$ cat config.mk
export PLATFORM = sky130hd
export DESIGN_NAME = handshake_rr_merge
export DESIGN_NICKNAME = d
export VERILOG_FILES = /design/src/rtl/handshake_rr_merge_pkg.sv /design/src/rtl/handshake_rr_merge_rr_arbiter.sv /design/src/rtl/handshake_rr_merge.sv
export SDC_FILE = /design/constraint.sdc
export NUM_CORES = 1
export LEC_CHECK = 0
export ABC_AREA = 1
export CAP_MARGIN = 10
export CELL_PAD_IN_SITES_DETAIL_PLACEMENT = 1
export CELL_PAD_IN_SITES_GLOBAL_PLACEMENT = 1
export CORE_UTILIZATION = 31
export CTS_CLUSTER_DIAMETER = 150
export CTS_CLUSTER_SIZE = 10
export DETAILED_ROUTE_END_ITERATION = 12
export PLACE_DENSITY = 0.79
export SLEW_MARGIN = 15
export SYNTH_ARGS = -nofsm -noshare
export SYNTH_HDL_FRONTEND = slang
export SYNTH_HIERARCHICAL = 1
export SYNTH_SLANG_ARGS = --single-unit
$ cat constraint.sdc
create_clock -name CLK -period 2.72 [get_ports CLK]
set_input_delay 0.408 -clock CLK [delete_from_list [all_inputs] [get_ports CLK]]
set_output_delay 0.408 -clock CLK [all_outputs]
set_load 0.005 [all_outputs]
$ cat src/rtl/handshake_rr_merge_pkg.sv
// handshake_rr_merge_pkg: default sizes and shared types for the round-robin merge
package handshake_rr_merge_pkg;
  localparam int DEF_N_PORTS = 3;
  localparam int DEF_WIDTH = 4;
  localparam int DEF_CNT_W = 8;
  typedef logic [$clog2(DEF_N_PORTS)-1:0] src_idx_t;
  typedef logic [DEF_WIDTH-1:0] payload_t;
endpackage

$ cat src/rtl/handshake_rr_merge_rr_arbiter.sv
// rr_arbiter: round-robin grant over req starting at ptr (clk, rst, req, advance -> grant one-hot, idx, ptr)
module rr_arbiter
  import handshake_rr_merge_pkg::*;
#(
  parameter int N_PORTS = DEF_N_PORTS,
  localparam int IW = $clog2(N_PORTS)
) (
  input  logic clk,
  input  logic rst,
  input  logic [N_PORTS-1:0] req,
  input  logic advance,
  output logic [N_PORTS-1:0] grant,
  output logic [IW-1:0] idx,
  output logic [IW-1:0] ptr
);
  logic [IW-1:0] cand;
  logic found;
  always_comb begin
    grant = '0;
    idx = '0;
    cand = '0;
    found = 1'b0;
    for (int k = 0; k < N_PORTS; k++) begin
      cand = IW'((int'(ptr) + k) % N_PORTS);
      if (!found && req[cand]) begin
        found = 1'b1;
        idx = cand;
        grant[cand] = 1'b1;
      end
    end
  end
  always_ff @(posedge clk) begin
    if (rst) ptr <= '0;
    else if (advance) ptr <= (idx == IW'(N_PORTS - 1)) ? '0 : idx + 1'b1;
  end
endmodule

$ cat src/rtl/handshake_rr_merge.sv
// handshake_rr_merge: round-robin merge of N ready/valid producers into one registered channel (CLK, RESET, in_valid/in_ready/in_data -> out_valid/out_ready/out_data/out_src, xfer_count); HANDSHAKE_RR_MERGE_SVA_EN adds assertions
module handshake_rr_merge
  import handshake_rr_merge_pkg::*;
#(
  parameter int N_PORTS = DEF_N_PORTS,
  parameter int WIDTH = DEF_WIDTH,
  parameter int CNT_W = DEF_CNT_W,
  localparam int IW = $clog2(N_PORTS)
) (
  input  logic CLK,
  input  logic RESET,
  input  logic [N_PORTS-1:0] in_valid,
  output logic [N_PORTS-1:0] in_ready,
  input  logic [WIDTH-1:0] in_data [N_PORTS-1:0],
  output logic out_valid,
  input  logic out_ready,
  output logic [WIDTH-1:0] out_data,
  output logic [IW-1:0] out_src,
  output logic [CNT_W-1:0] xfer_count
);
  logic load, any;
  logic [N_PORTS-1:0] grant;
  logic [IW-1:0] idx, ptr;
  assign load = !out_valid || out_ready;
  assign any = |grant;
  assign in_ready = (load && !RESET) ? grant : '0;
  rr_arbiter #(.N_PORTS(N_PORTS)) u_arb (
    .clk(CLK),
    .rst(RESET),
    .req(in_valid),
    .advance(load && any),
    .grant(grant),
    .idx(idx),
    .ptr(ptr)
  );
  always_ff @(posedge CLK) begin
    if (RESET) begin
      out_valid <= 1'b0;
      out_data <= '0;
      out_src <= '0;
      xfer_count <= '0;
    end else begin
      if (out_valid && out_ready && xfer_count != '1) xfer_count <= xfer_count + 1'b1;
      if (load) begin
        out_valid <= any;
        if (any) begin
          out_data <= in_data[idx];
          out_src <= idx;
        end
      end
    end
  end
`ifdef HANDSHAKE_RR_MERGE_SVA_EN
  logic [N_PORTS*N_PORTS-1:0] hist;
  logic [N_PORTS-1:0] seen;
  always_ff @(posedge CLK) hist <= RESET ? '0 : {hist[N_PORTS*(N_PORTS-1)-1:0], in_ready};
  always_comb begin
    seen = '0;
    for (int k = 0; k < N_PORTS; k++) seen = seen | hist[k*N_PORTS +: N_PORTS];
  end
  a_onehot: assert property (@(posedge CLK) disable iff (RESET) $onehot0(in_ready));
  a_hold: assert property (@(posedge CLK) disable iff (RESET)
    out_valid && !out_ready |=> out_valid && $stable(out_data) && $stable(out_src));
  a_cnt: assert property (@(posedge CLK) disable iff (RESET)
    !$past(RESET) |-> xfer_count >= $past(xfer_count));
  for (genvar i = 0; i < N_PORTS; i++) begin : g_rv
    a_rv: assert property (@(posedge CLK) disable iff (RESET) in_ready[i] |-> in_valid[i]);
  end
  c_all: cover property (@(posedge CLK) disable iff (RESET) &seen);
`else
`endif
endmodule

Word level (Yosys, flattened, before mapping)
Cells that the tools add are included.

Bits in registers: 17. Logic and storage cells: 63.

$add $sub $neg: 4. Divide/modulo/power cells: 3. Magnitude comparators: 7. Eq/ne operators: 2. Multiplexer cells: 24. Bitwise logic cells: 2. Reduce and logical (&&, ||, !) cells: 16.

Operator list (number): remainder unit 32 x 3 -> 32 bit, second input constant (2); remainder unit 3 x 3 -> 32 bit, second input constant (1); less-than comparator 2 x 3 -> 1 bit, second input constant (4); two-way mux 3 bit (4); logical AND 1 bit (9); adder 8 x 1 -> 8 bit, second input constant (1); binary-select mux 4 bit (select 2 bit) (1); two-way mux 1 bit (8); two-way mux 2 bit (4); != test 8 bit, second input constant (1); binary-select mux 1 bit (select 2 bit) (3); demux 1 bit (select 2 bit) (3); >= comparator 2 x 1 -> 1 bit, second input constant (3); OR 3 bit (2); zero test 1 bit (4); two-way mux 4 bit (1); adder 2 x 1 -> 3 bit, second input constant (1); adder 2 x 2 -> 3 bit, second input constant (1); OR reduction 3 bit (1); adder 2 x 1 -> 2 bit, second input constant (1); == test 2 bit, second input constant (1); AND reduction 2 bit (1); logical OR 1 bit (1).

Logic depth before layout (Yosys ltp)
Gate-level depths: netlist of the first run.

Depth after elaboration: 12. Depth in mapped cells: 18. Gate-level depth less buffers: 18.

Modules after synthesis
The synthesis of the first run kept the hierarchy.

By module, submodules not included: handshake_rr_merge (times used 1, cells an instance 130, area an instance 799.5 um^2, seq. area each 300.3 um^2); rr_arbiter (times used 1, cells an instance 68, area an instance 384.1 um^2, seq. area each 40.0 um^2).

Least setup slack after synthesis of the first run
Ideal clock, no wire load.

Path kind: register -> register. Start: reg u_arb.ptr[0]. End: reg u_arb.ptr[1]. Arrival time: 2.086 ns. Required time: 2.654 ns. Setup slack: 0.568 ns. Stages on the path, launching flop included: 13. Path buffers: 0. Cells stage by stage: dfxtp_1 inv_1 ha_1 o21ai_0 nand2_2 nand4_1 o211ai_1 inv_1 nand3_1 nand2_2 inv_1 or2_2 a21oi_2.

Cells in the longest elaborated chain, start to end: 12. Elaborated cells between the ends (all ways): 45. Classes of those cells: add/sub: 3; div: 3; order compare: 6; eq/ne: 1; mux: 21; bitwise: 2; reduce/logical: 9.

Ends and longest elaborated chain: start, declared (line handshake_rr_merge_rr_arbiter.sv:14) `output logic [IW-1:0] ptr`; start signal, assigned (line handshake_rr_merge_rr_arbiter.sv:34) `else if (advance) ptr <= (idx == IW'(N_PORTS - 1)) ? '0 : idx + 1'b1;`; adder 2 x 1 -> 3 bit / remainder unit 3 x 3 -> 32 bit (equally long branches) (line handshake_rr_merge_rr_arbiter.sv:24) `cand = IW'((int'(ptr) + k) % N_PORTS);`; remainder unit 32 x 3 -> 32 bit, or another cell as far along (line handshake_rr_merge_rr_arbiter.sv:24); less-than comparator 2 x 3 -> 1 bit (not written as such), or another cell as far along (line handshake_rr_merge_rr_arbiter.sv:28) `grant[cand] = 1'b1;`; logical AND 1 bit (not written as such), or another cell as far along (line handshake_rr_merge_rr_arbiter.sv:28); two-way mux 1 bit (not written as such), or another cell as far along (line handshake_rr_merge_rr_arbiter.sv:28); demux 1 bit (select 2 bit), or another cell as far along; OR 3 bit (no source line) / two-way mux 1 bit (equally long branches); two-way mux 3 bit / zero test 1 bit (equally long branches) (line handshake_rr_merge_rr_arbiter.sv:25) `if (!found && req[cand]) begin`; OR 3 bit (no source line) / logical AND 1 bit (equally long branches); two-way mux 3 bit (*) (line handshake_rr_merge_rr_arbiter.sv:25); named net grant[1] (line handshake_rr_merge.sv:22) `logic [N_PORTS-1:0] grant;`; OR reduction 3 bit (*) (line handshake_rr_merge.sv:25) `assign any = |grant;`; logical AND 1 bit (*) (line handshake_rr_merge.sv:31) `.advance(load && any),`.

Mark *: on every way through the listed nets, which the timed path passes. The rest lies on a longest branch. The select of a mux whose other input is x is not followed. A chain may end at the register's enable or synchronous reset.

Worst setup path in the final report of the first run
Start: reg u_arb.ptr[0]. End: out in_ready[1].

Cells in the longest elaborated chain, start to end: 11. Elaborated cells between the ends (all ways): 38. Classes of those cells: add/sub: 2; div: 3; order compare: 6; mux: 18; bitwise: 2; reduce/logical: 7.

Ends and longest elaborated chain: adder 2 x 1 -> 3 bit / remainder unit 3 x 3 -> 32 bit (equally long branches) (line handshake_rr_merge_rr_arbiter.sv:24); remainder unit 32 x 3 -> 32 bit, or another cell as far along (line handshake_rr_merge_rr_arbiter.sv:24); less-than comparator 2 x 3 -> 1 bit (not written as such), or another cell as far along (line handshake_rr_merge_rr_arbiter.sv:28); logical AND 1 bit (not written as such), or another cell as far along (line handshake_rr_merge_rr_arbiter.sv:28); two-way mux 1 bit (not written as such), or another cell as far along (line handshake_rr_merge_rr_arbiter.sv:28); demux 1 bit (select 2 bit), or another cell as far along; OR 3 bit (no source line) / two-way mux 1 bit (equally long branches); two-way mux 3 bit / zero test 1 bit (equally long branches) (line handshake_rr_merge_rr_arbiter.sv:25); OR 3 bit (no source line) / logical AND 1 bit (equally long branches); two-way mux 3 bit (*) (line handshake_rr_merge_rr_arbiter.sv:25); named net grant[1] (line handshake_rr_merge.sv:22); two-way mux 3 bit (*) (line handshake_rr_merge.sv:26) `assign in_ready = (load && !RESET) ? grant : '0;`; end, declared (line handshake_rr_merge.sv:13) `output logic [N_PORTS-1:0] in_ready,`.

Marked as above.

==> flow_summary.ini, run 1 <==
[global_route]
grt_start_max_net_pins = 16
overflow = 0
grt_use_met1_pct = 21.79
grt.busiest_layer = met2
grt_use_met2_pct = 30.19
grt_util_met3_pct = 2.321
grt_pass1_wl_mm = 5.623
antenna_found_initial = 0
grt_use_total_pct = 17.14
grt_pass1_vias = 1320

[worst_setup_path]
critPathCaptureType = primary output
cp-start-kind = flop
worstRegToRegCells = 15
path_class = reg -> out
crit_path_max_incr_delay_ps = 370
slowest_stage = dfxtp_4
worstPathCellList = inv_2 -> ha_1 -> inv_1 -> nand2_1 -> inv_1 -> nand2_1 -> o21ai_1 -> nand4_1 -> o211ai_1 -> inv_1 -> nor2_1 -> dlymetal6s2s_1
cp.arrival_ps = 1930
r2r_end = out_data[0]
rrSetupSlack_ps = 500
critical_path.max_fanout = 4
startpoint = u_arb/ptr[0]
worstPathRequired_ps = 2310
rr_startpoint = u_arb/ptr[0]
timing.critical_path.mode_cell = inv_1

[die]
core_um2 = 3661
io_pins = 36
initial_utilization_pct = 32.33
rows = 22
die_h_um = 63.79
die-area_um2 = 4069
chipWidth_um = 63.79

[finish]
num_antenna_cells = 0
final_util_pct = 46.79
areaGrowthSynthToFinish_pct = 44.71
drive_gt1_share_pct = 13.69
mostFrequentLayoutCells = nor2_1, nand2_1, clkdlybuf4s50_1, inv_1, nand3_1
final_nets = 265
mostFrequentLayoutCell = nor2_1
nFillCells = 503

[clocking]
root_buffer = clkbuf_8
clk_latency_ps = 250
clkSinkCount = 17
ctsHoldBuffers = 0
clockBufferDepth = 2
cts.clk_slew.worst_paths_ps = 70
numCtsBuffers = 3
cts_tree = yes
htree_num_levels = 1

[worst_hold_path]
holdCritStartpoint = out_src[0]
whs_endpoint = out_src[0]
worstHoldPathCells = 2
hp-class = reg -> reg

[sta]
setup_violations = 0
slew_violations = 0
max_clock_freq_ghz = 0.4269
relSlewSlack_pct = 80.79
hold_violations = 0
worstMarginPinSlew_ps = 287.5
rsz0062_at_grt = false
min_period_over_period_pct = 86.12
timing.setup.tns_ps = 0
period_needed_ps = 2342
finalClockSkew_ps = 1.961

[synth]
synth_area_leader_cell = dfxtp_1
synth_nets = 221
ys_seq_area_share_pct = 28.75
synth_top_area_share_pct = 28.75
syn_area_um2 = 1184
yosys_warnings = 6
synthCells = 198
yosys.cell_types.count = 23
postSynthAreaPerCell_um2 = 5.978
synth-seq-cells = 17
synth.area.top_cells = dfxtp_1, nor2_1, nand2_1

[placement]
port-buffer-count = 35
dp_hpwl_mm = 2.510
gp_congestion = 0.7841

[flow_run]
drv_cap = 0

[power]
pwr_density_cell_nw_per_um2 = 1049
p_leak_nw = 0.8332
ir_drop_mv = 0.4200

[drt]
wl_per_cell_um = 11.22
drtIter0Drc = 68
viasPerCell = 4.633
ant_nets = 0
vias = 1339
drt_pass1_iterations = 4
totalWireLength_mm = 3.243
drc = 0

[run_status]
outcome = complete, no violations
-- flip-flops by register name (all words and copies together) (netlist names) --
name,flops
out_data,4
out_src,2
out_valid,1
u_arb/ptr,2
xfer_count,8
-- logic make-up after synthesis --
family | Yosys count | share of synthesized area, %
simple gates | 120 | 44.29
buf+inv | 32 | 10.25
flops | 17 | 28.75
fa+ha+maj | 5 | 5.285
compound gates | 24 | 11.42
-- routing by layer --
| layer | vias up | share of wire (%) |
|---|---|---|
| met5 | - | 0 |
| li1 | 707 | - |
| met1 | 600 | 48 |
| met2 | 30 | 47 |
| met3 | 2 | 3.9 |
| met4 | 0 | 0.71 |
-- power breakdown --
part / total (W) / switching, W / internal (W)
Combinational: 0.00124 / 0.000713 / 0.000526
Clock: 0.000191 / 0.0000875 / 0.000104
Sequential: 0.000366 / 0.0000461 / 0.000320
Total: 0.00180 / 0.000846 / 0.000950
-- final cells by class --
| type | instances | area [µm²] | area share (%) |
|---|---|---|---|
| clock buffer | 4 | 45.04 | 2.630 |
| sequential | 17 | 345.3 | 20.16 |
| multi-input combinational | 149 | 747.0 | 43.61 |
| timing repair buffer | 41 | 402.9 | 23.52 |
| inverter | 30 | 112.6 | 6.574 |
| tap | 48 | 60.06 | 3.506 |
-- through the flow --
| stage | worst slack (ps) | cells | instance area, µm² | power, W | hold WS (ps) |
|---|---|---|---|---|---|
| final | 377.5 | 289 | 1713 | 0.001797 | 506.8 |
| after floorplan | 568.2 | 198 | 1184 | 0.001129 | 470.4 |
| after CTS | 12.68 | 288 | 1685 | 0.001789 | 516.7 |
| after global routing | 193.6 | 289 | 1713 | 0.001991 | 543.9 |
| after detailed placement | 30.56 | 284 | 1623 | 0.001558 | 507.1 |
| after global placement | 47.65 | 284 | 1623 | 0.001534 | 475.1 |
-- worst max-delay path by stage --
stage / to / slack [ps] / depth (start not counted)
6_report: in_ready[1] / 380 / 12
2_1_floorplan: u_arb/ptr[1] / 570 / 12
4_1_cts: in_ready[1] / 10 / 12
3_5_place_dp: in_ready[1] / 30 / 10
3_3_place_gp: in_ready[1] / 50 / 10
5_1_grt: in_ready[1] / 190 / 12
-- cells in the mapped netlist --
library cell,instances
nor2_1,44
nand2_1,42
inv_1,25
nand3_1,18
dfxtp_1,17
o21ai_0,14
a21oi_1,5
ha_1,5
inv_2,5
nand2_2,5
nor2_2,3
nand2_4,2
nand4_1,2
nor3_1,2
a21oi_2,1
a31oi_1,1
buf_2,1
clkbuf_1,1
nand3_2,1
o211ai_1,1
o21ai_2,1
o221ai_1,1
or2_2,1
-- critical path, delay by kind of cell, from the launching register on --
family          cells  cell delay (ps)
buf+inv             5              430
fa+ha+maj           1              240
compound gates      2              240
flops               1              370
simple gates        4              390
-- timing repair --
item / in CTS / in global routing
gates resized for setup: 6 / 7
buffers inserted: 0 / 1
pin swaps: 1 / 3
endpoints found under the setup margin: 3 / 3
Power figures use the tool's default switching activity.
==> run 2, diff against run 1 <==
--- a/config.mk
+++ b/config.mk
@@ -9,11 +9,11 @@
 export CAP_MARGIN = 10
 export CELL_PAD_IN_SITES_DETAIL_PLACEMENT = 1
 export CELL_PAD_IN_SITES_GLOBAL_PLACEMENT = 1
-export CORE_UTILIZATION = 31
+export CORE_UTILIZATION = 33
 export CTS_CLUSTER_DIAMETER = 150
 export CTS_CLUSTER_SIZE = 10
 export DETAILED_ROUTE_END_ITERATION = 12
-export PLACE_DENSITY = 0.79
+export PLACE_DENSITY = 0.84
 export SLEW_MARGIN = 15
 export SYNTH_ARGS = -nofsm -noshare
 export SYNTH_HDL_FRONTEND = slang
==> constraint.sdc (replaced) <==
create_clock -name CLK -period 2.7 [get_ports CLK]
set_input_delay 0.405 -clock CLK [delete_from_list [all_inputs] [get_ports CLK]]
set_output_delay 0.405 -clock CLK [all_outputs]
set_load 0.005 [all_outputs]
==> flow_summary.ini, run 2 (synthesis results as in run 1) <==
[worst_setup_path]
startpoint = u_arb/ptr[0]
cp-start-kind = flop
critPathCapture = in_ready[1]
rr_startpoint = u_arb/ptr[0]
worstRegToRegCells = 16
path_class = reg -> out
critPathCaptureType = primary output
rrSetupSlack_ps = 430
worstPathRequired_ps = 2300
cp.arrival_ps = 2030
critical_path.max_fanout = 8
r2r_end = out_data[3]

[die]
io_pins = 36
rows = 21
die-area_um2 = 3830
initial_utilization_pct = 34.92
core_um2 = 3390
die_h_um = 61.89
chipWidth_um = 61.89

[power]
pwr_density_cell_nw_per_um2 = 1040
sequentialPowerShare_pct = 20.2
combPwrFrac_pct = 72.1
swShare_pct = 47.90
ir_drop_mv = 0.4161
p_leak_nw = 0.8282
p_sw_w = 0.0008544
internal-power_w = 0.0009291
p_clk_share_pct = 7.7

[clocking]
cts.clk_slew.worst_paths_ps = 100
ctsHoldBuffers = 0
numCtsBuffers = 3
clkSinkCount = 17
htree_num_levels = 1
clockBufferDepth = 2
cts_tree = yes
root_buffer = clkbuf_4
clk_latency_ps = 290

[sta]
whs_ps = 489.6
max_clock_freq_ghz = 0.4109
rsz0062_at_grt = false
worstMarginPinSlew_ps = 289.3
timing.setup.tns_ps = 0
min_period_over_period_pct = 90.13
relSlewSlack_pct = 80.67
slew_violations = 0
finalClockSkew_ps = 8.673
period_needed_ps = 2434
setup_violations = 0
hold_violations = 0

[global_route]
grt_pass1_vias = 1261
antenna_found_initial = 0
overflow = 0
grt_use_total_pct = 18.26
grt_start_max_net_pins = 16
grt_pass1_wl_mm = 5.271

[finish]
top_regs = xfer_count: 8 flops, out_data: 4 flops
top_register = xfer_count
num_antenna_cells = 0
drive_gt1_share_pct = 15.98
mostFrequentLayoutCell = nor2_1
areaGrowthSynthToFinish_pct = 44.82
final_nets = 268
mostFrequentLayoutCells = nor2_1, nand2_1, clkdlybuf4s50_1, inv_1, nand3_1
largest_reg_flops = 8

[placement]
gp_congestion = 0.7634
dp_hpwl_mm = 2.480
port-buffer-count = 35

[drt]
drt_pass1_iterations = 3
ant_nets = 0
drc = 0
wl_per_cell_um = 11.02
vias = 1349
viasPerCell = 4.652
totalWireLength_mm = 3.196
drtIter0Drc = 23

[run_status]
outcome = complete, no violations

[worst_hold_path]
hp-class = reg -> reg

[flow_run]
drv_cap = 0
run 2: worst min path at each step:
stage	depth (start not counted)	endpoint	slack (ps)	from
6_report	2	out_src[0]	490	out_src[0]
3_3_place_gp	2	out_src[0]	470	out_src[0]
2_1_floorplan	1	u_arb/ptr[1]	470	RESET
3_5_place_dp	2	out_src[0]	480	out_src[0]
5_1_grt	2	out_src[0]	520	out_src[0]
4_1_cts	2	out_src[0]	500	out_src[0]
run 2: metrics by stage:
step | total power [W] | utilization, % | std cells | setup slack [ps] | area [µm²]
after floorplan | 0.001137 | - | 198 | 548.2 | 1184
after global placement | 0.001563 | 48.03 | 283 | 43.57 | 1628
after detailed placement | 0.001590 | 48.03 | 283 | 20.67 | 1628
after CTS | 0.001793 | 50.35 | 290 | 13.79 | 1707
after global routing | 0.001981 | 50.57 | 290 | 92.28 | 1714
final | 0.001783 | 50.57 | 290 | 266.5 | 1714
run 2: power groups by stage:
stage / sequential (W) / combinational [W] / clock (W)
3_3_place_gp: 0.000359 / 0.00120 / 0
3_5_place_dp: 0.000361 / 0.00123 / 0
6_report: 0.000360 / 0.00129 / 0.000137
2_1_floorplan: 0.000360 / 0.000777 / 0
4_1_cts: 0.000361 / 0.00128 / 0.000147
5_1_grt: 0.000369 / 0.00146 / 0.000156
run 2: critical path: stages, from the launching register on:
cell and delay, ps:
dfxtp_2 340, inv_2 60, ha_4 320, inv_2 40, nand2_1 50, nand3_1 80
nand2_2 80, buf_4 120, nand4_1 120, o211ai_1 120, inv_1 80, nor2_1 90
dlygate4sd2_1 230
run 2: final cells by class:
type                       instances  area (µm²)
timing repair buffer              44       421.7
sequential                        17       342.8
inverter                          30       112.6
multi-input combinational        149       752.0
clock inverter                     1       5.005
clock buffer                       3       22.52
tap                               46       57.56
fill                             472        1675
run 2: repair_timing:
item / 4_1_cts / 5_1_grt
hold endpoints to repair: 0 / 0
endpoints found under the setup margin: 3 / 2
gates resized for setup: 9 / 4
setup buffers: 3 / 0
pin swaps: 2 / 0
run 2: layer usage:
metal / wire, µm / part of all wire, % / vias to the layer above / global-route usage [%]
li1: - / - / 716 / -
met1: 1451 / 45 / 604 / 22.29
met2: 1597 / 50 / 27 / 31.80
met3: 125 / 3.9 / 2 / 4.555
met4: 21 / 0.66 / 0 / 5.079
met5: 0 / 0 / - / 0
==> run 3, diff against run 2 <==
--- a/config.mk
+++ b/config.mk
@@ -7,13 +7,11 @@
 export LEC_CHECK = 0
 export ABC_AREA = 1
 export CAP_MARGIN = 10
-export CELL_PAD_IN_SITES_DETAIL_PLACEMENT = 1
-export CELL_PAD_IN_SITES_GLOBAL_PLACEMENT = 1
-export CORE_UTILIZATION = 33
+export CORE_UTILIZATION = 50
 export CTS_CLUSTER_DIAMETER = 150
 export CTS_CLUSTER_SIZE = 10
 export DETAILED_ROUTE_END_ITERATION = 12
-export PLACE_DENSITY = 0.84
+export PLACE_DENSITY = 0.85
 export SLEW_MARGIN = 15
 export SYNTH_ARGS = -nofsm -noshare
 export SYNTH_HDL_FRONTEND = slang
==> flow_summary.ini, run 3 (synthesis results as in run 1) <==
[run_status]
outcome = complete, no violations

[die]
chipWidth_um = 50.66
rows = 17
io_pins = 36
initial_utilization_pct = 53.51
die_h_um = 50.66
core_um2 = 2212
die-area_um2 = 2566

[worst_setup_path]
critPathCaptureType = flop
path_class = reg -> reg
critical_path.max_fanout = 10
cp-start-kind = flop
cp.arrival_ps = 2540
worstPathRequired_ps = 2920

[clocking]
cts_tree = yes
clkSinkCount = 17
htree_num_levels = 1
root_buffer = clkbuf_4
clk_latency_ps = 290
clockBufferDepth = 2
numCtsBuffers = 3
cts.clk_slew.worst_paths_ps = 100

[finish]
top_register = xfer_count
top_regs = xfer_count: 8 flops, out_data: 4 flops
areaGrowthSynthToFinish_pct = 42.07
mostFrequentLayoutCell = nor2_1
layout.cells.non_filler = 269
final_nets = 265
nFillCells = 189
drive_gt1_share_pct = 15.77
largest_reg_flops = 8
mostFrequentLayoutCells = nor2_1, nand2_1, clkdlybuf4s50_1, inv_1, nand3_1
num_antenna_cells = 0

[sta]
setup_violations = 0
finalClockSkew_ps = 14.61
worst_slack_ps = 373.0
slew_violations = 0
max_clock_freq_ghz = 0.4297
hold_violations = 0
worstMarginPinSlew_ps = 291.1
min_period_over_period_pct = 86.18
timing.setup.tns_ps = 0
relSlewSlack_pct = 80.50
rsz0062_at_grt = false
period_needed_ps = 2327

[placement]
dp_slack_ps = 29.39
dp_hpwl_mm = 2.118
dp.cells = 261
gp_congestion = 0.8681
port-buffer-count = 35

[power]
p_leak_nw = 0.8271
power_w = 0.001702
pwr_density_cell_nw_per_um2 = 1012
ir_drop_mv = 0.7876

[global_route]
grt_util_met3_pct = 3.333
grt_start_max_net_pins = 16
grt_pass1_vias = 1229
grt_use_total_pct = 23.31
grt.busiest_layer = met2
grt_use_met2_pct = 43.33
grt_use_met1_pct = 26.42
grt_pass1_wl_mm = 4.705
antenna_found_initial = 0
overflow = 0

[flow_run]
drv_cap = 0

[drt]
drtIter0Drc = 23
drc = 0
vias = 1373
viasPerCell = 5.104
wl_per_cell_um = 10.74
ant_nets = 0
drt_pass1_iterations = 4
totalWireLength_mm = 2.888

[worst_hold_path]
hp-class = reg -> reg
run 3: routing by layer:
metal	vias to the layer above	wire length (µm)
met5	-	0
met4	0	51
met3	8	164
met2	46	1393
met1	613	1279
li1	706	-
run 3: where the power goes:
| group | switching [W] | total, W | internal, W |
|---|---|---|---|
| Combinational | 0.000707 | 0.00120 | 0.000495 |
| Clock | 0.0000826 | 0.000137 | 0.0000549 |
| Sequential | 0.0000422 | 0.000364 | 0.000321 |
| Total | 0.000831 | 0.00170 | 0.000871 |
run 3: final cells by class:
class	count	area (µm²)	share of cell area [%]
multi-input combinational	149	758.2	45.09
timing repair buffer	41	402.9	23.96
sequential	17	345.3	20.54
inverter	30	112.6	6.696
tap	28	35.03	2.083
clock buffer	3	22.52	1.339
clock inverter	1	5.005	0.2976
run 3: metrics by stage:
stage	hold slack [ps]	util [%]	instance area, µm²
2_1_floorplan	467.4	-	1184
3_3_place_gp	465.2	71.21	1575
3_5_place_dp	473.0	71.21	1575
4_1_cts	493.9	73.13	1618
5_1_grt	518.9	76.02	1682
6_report	488.7	76.02	1682
run 3: timing repair:
item	4_1_cts	5_1_grt
resized for setup	4	13
buffers inserted	0	4
cloned	0	0
pin swaps	0	3
endpoints found under the setup margin	3	3
hold buffers	0	0
run 3: final timing paths:
path / startpoint / to / slack, ps / cells past startpoint
max: u_arb/ptr[0] / u_arb/ptr[1] / 370 / 12
min reg2reg: out_src[0] / out_src[0] / 490 / 2
min: out_src[0] / out_src[0] / 490 / 2
max reg2reg: u_arb/ptr[0] / u_arb/ptr[1] / 370 / 12
run 3: worst max-delay path: stages (launching register included):
cell      delay, ps
dfxtp_4         360
buf_4           140
ha_1            240
o21ai_2         210
nand2_4         110
nand4_1         150
o211ai_1        110
inv_1            80
nand3_1          90
nand2_2         150
inv_1           170
or2_2           340
a21oi_2         120
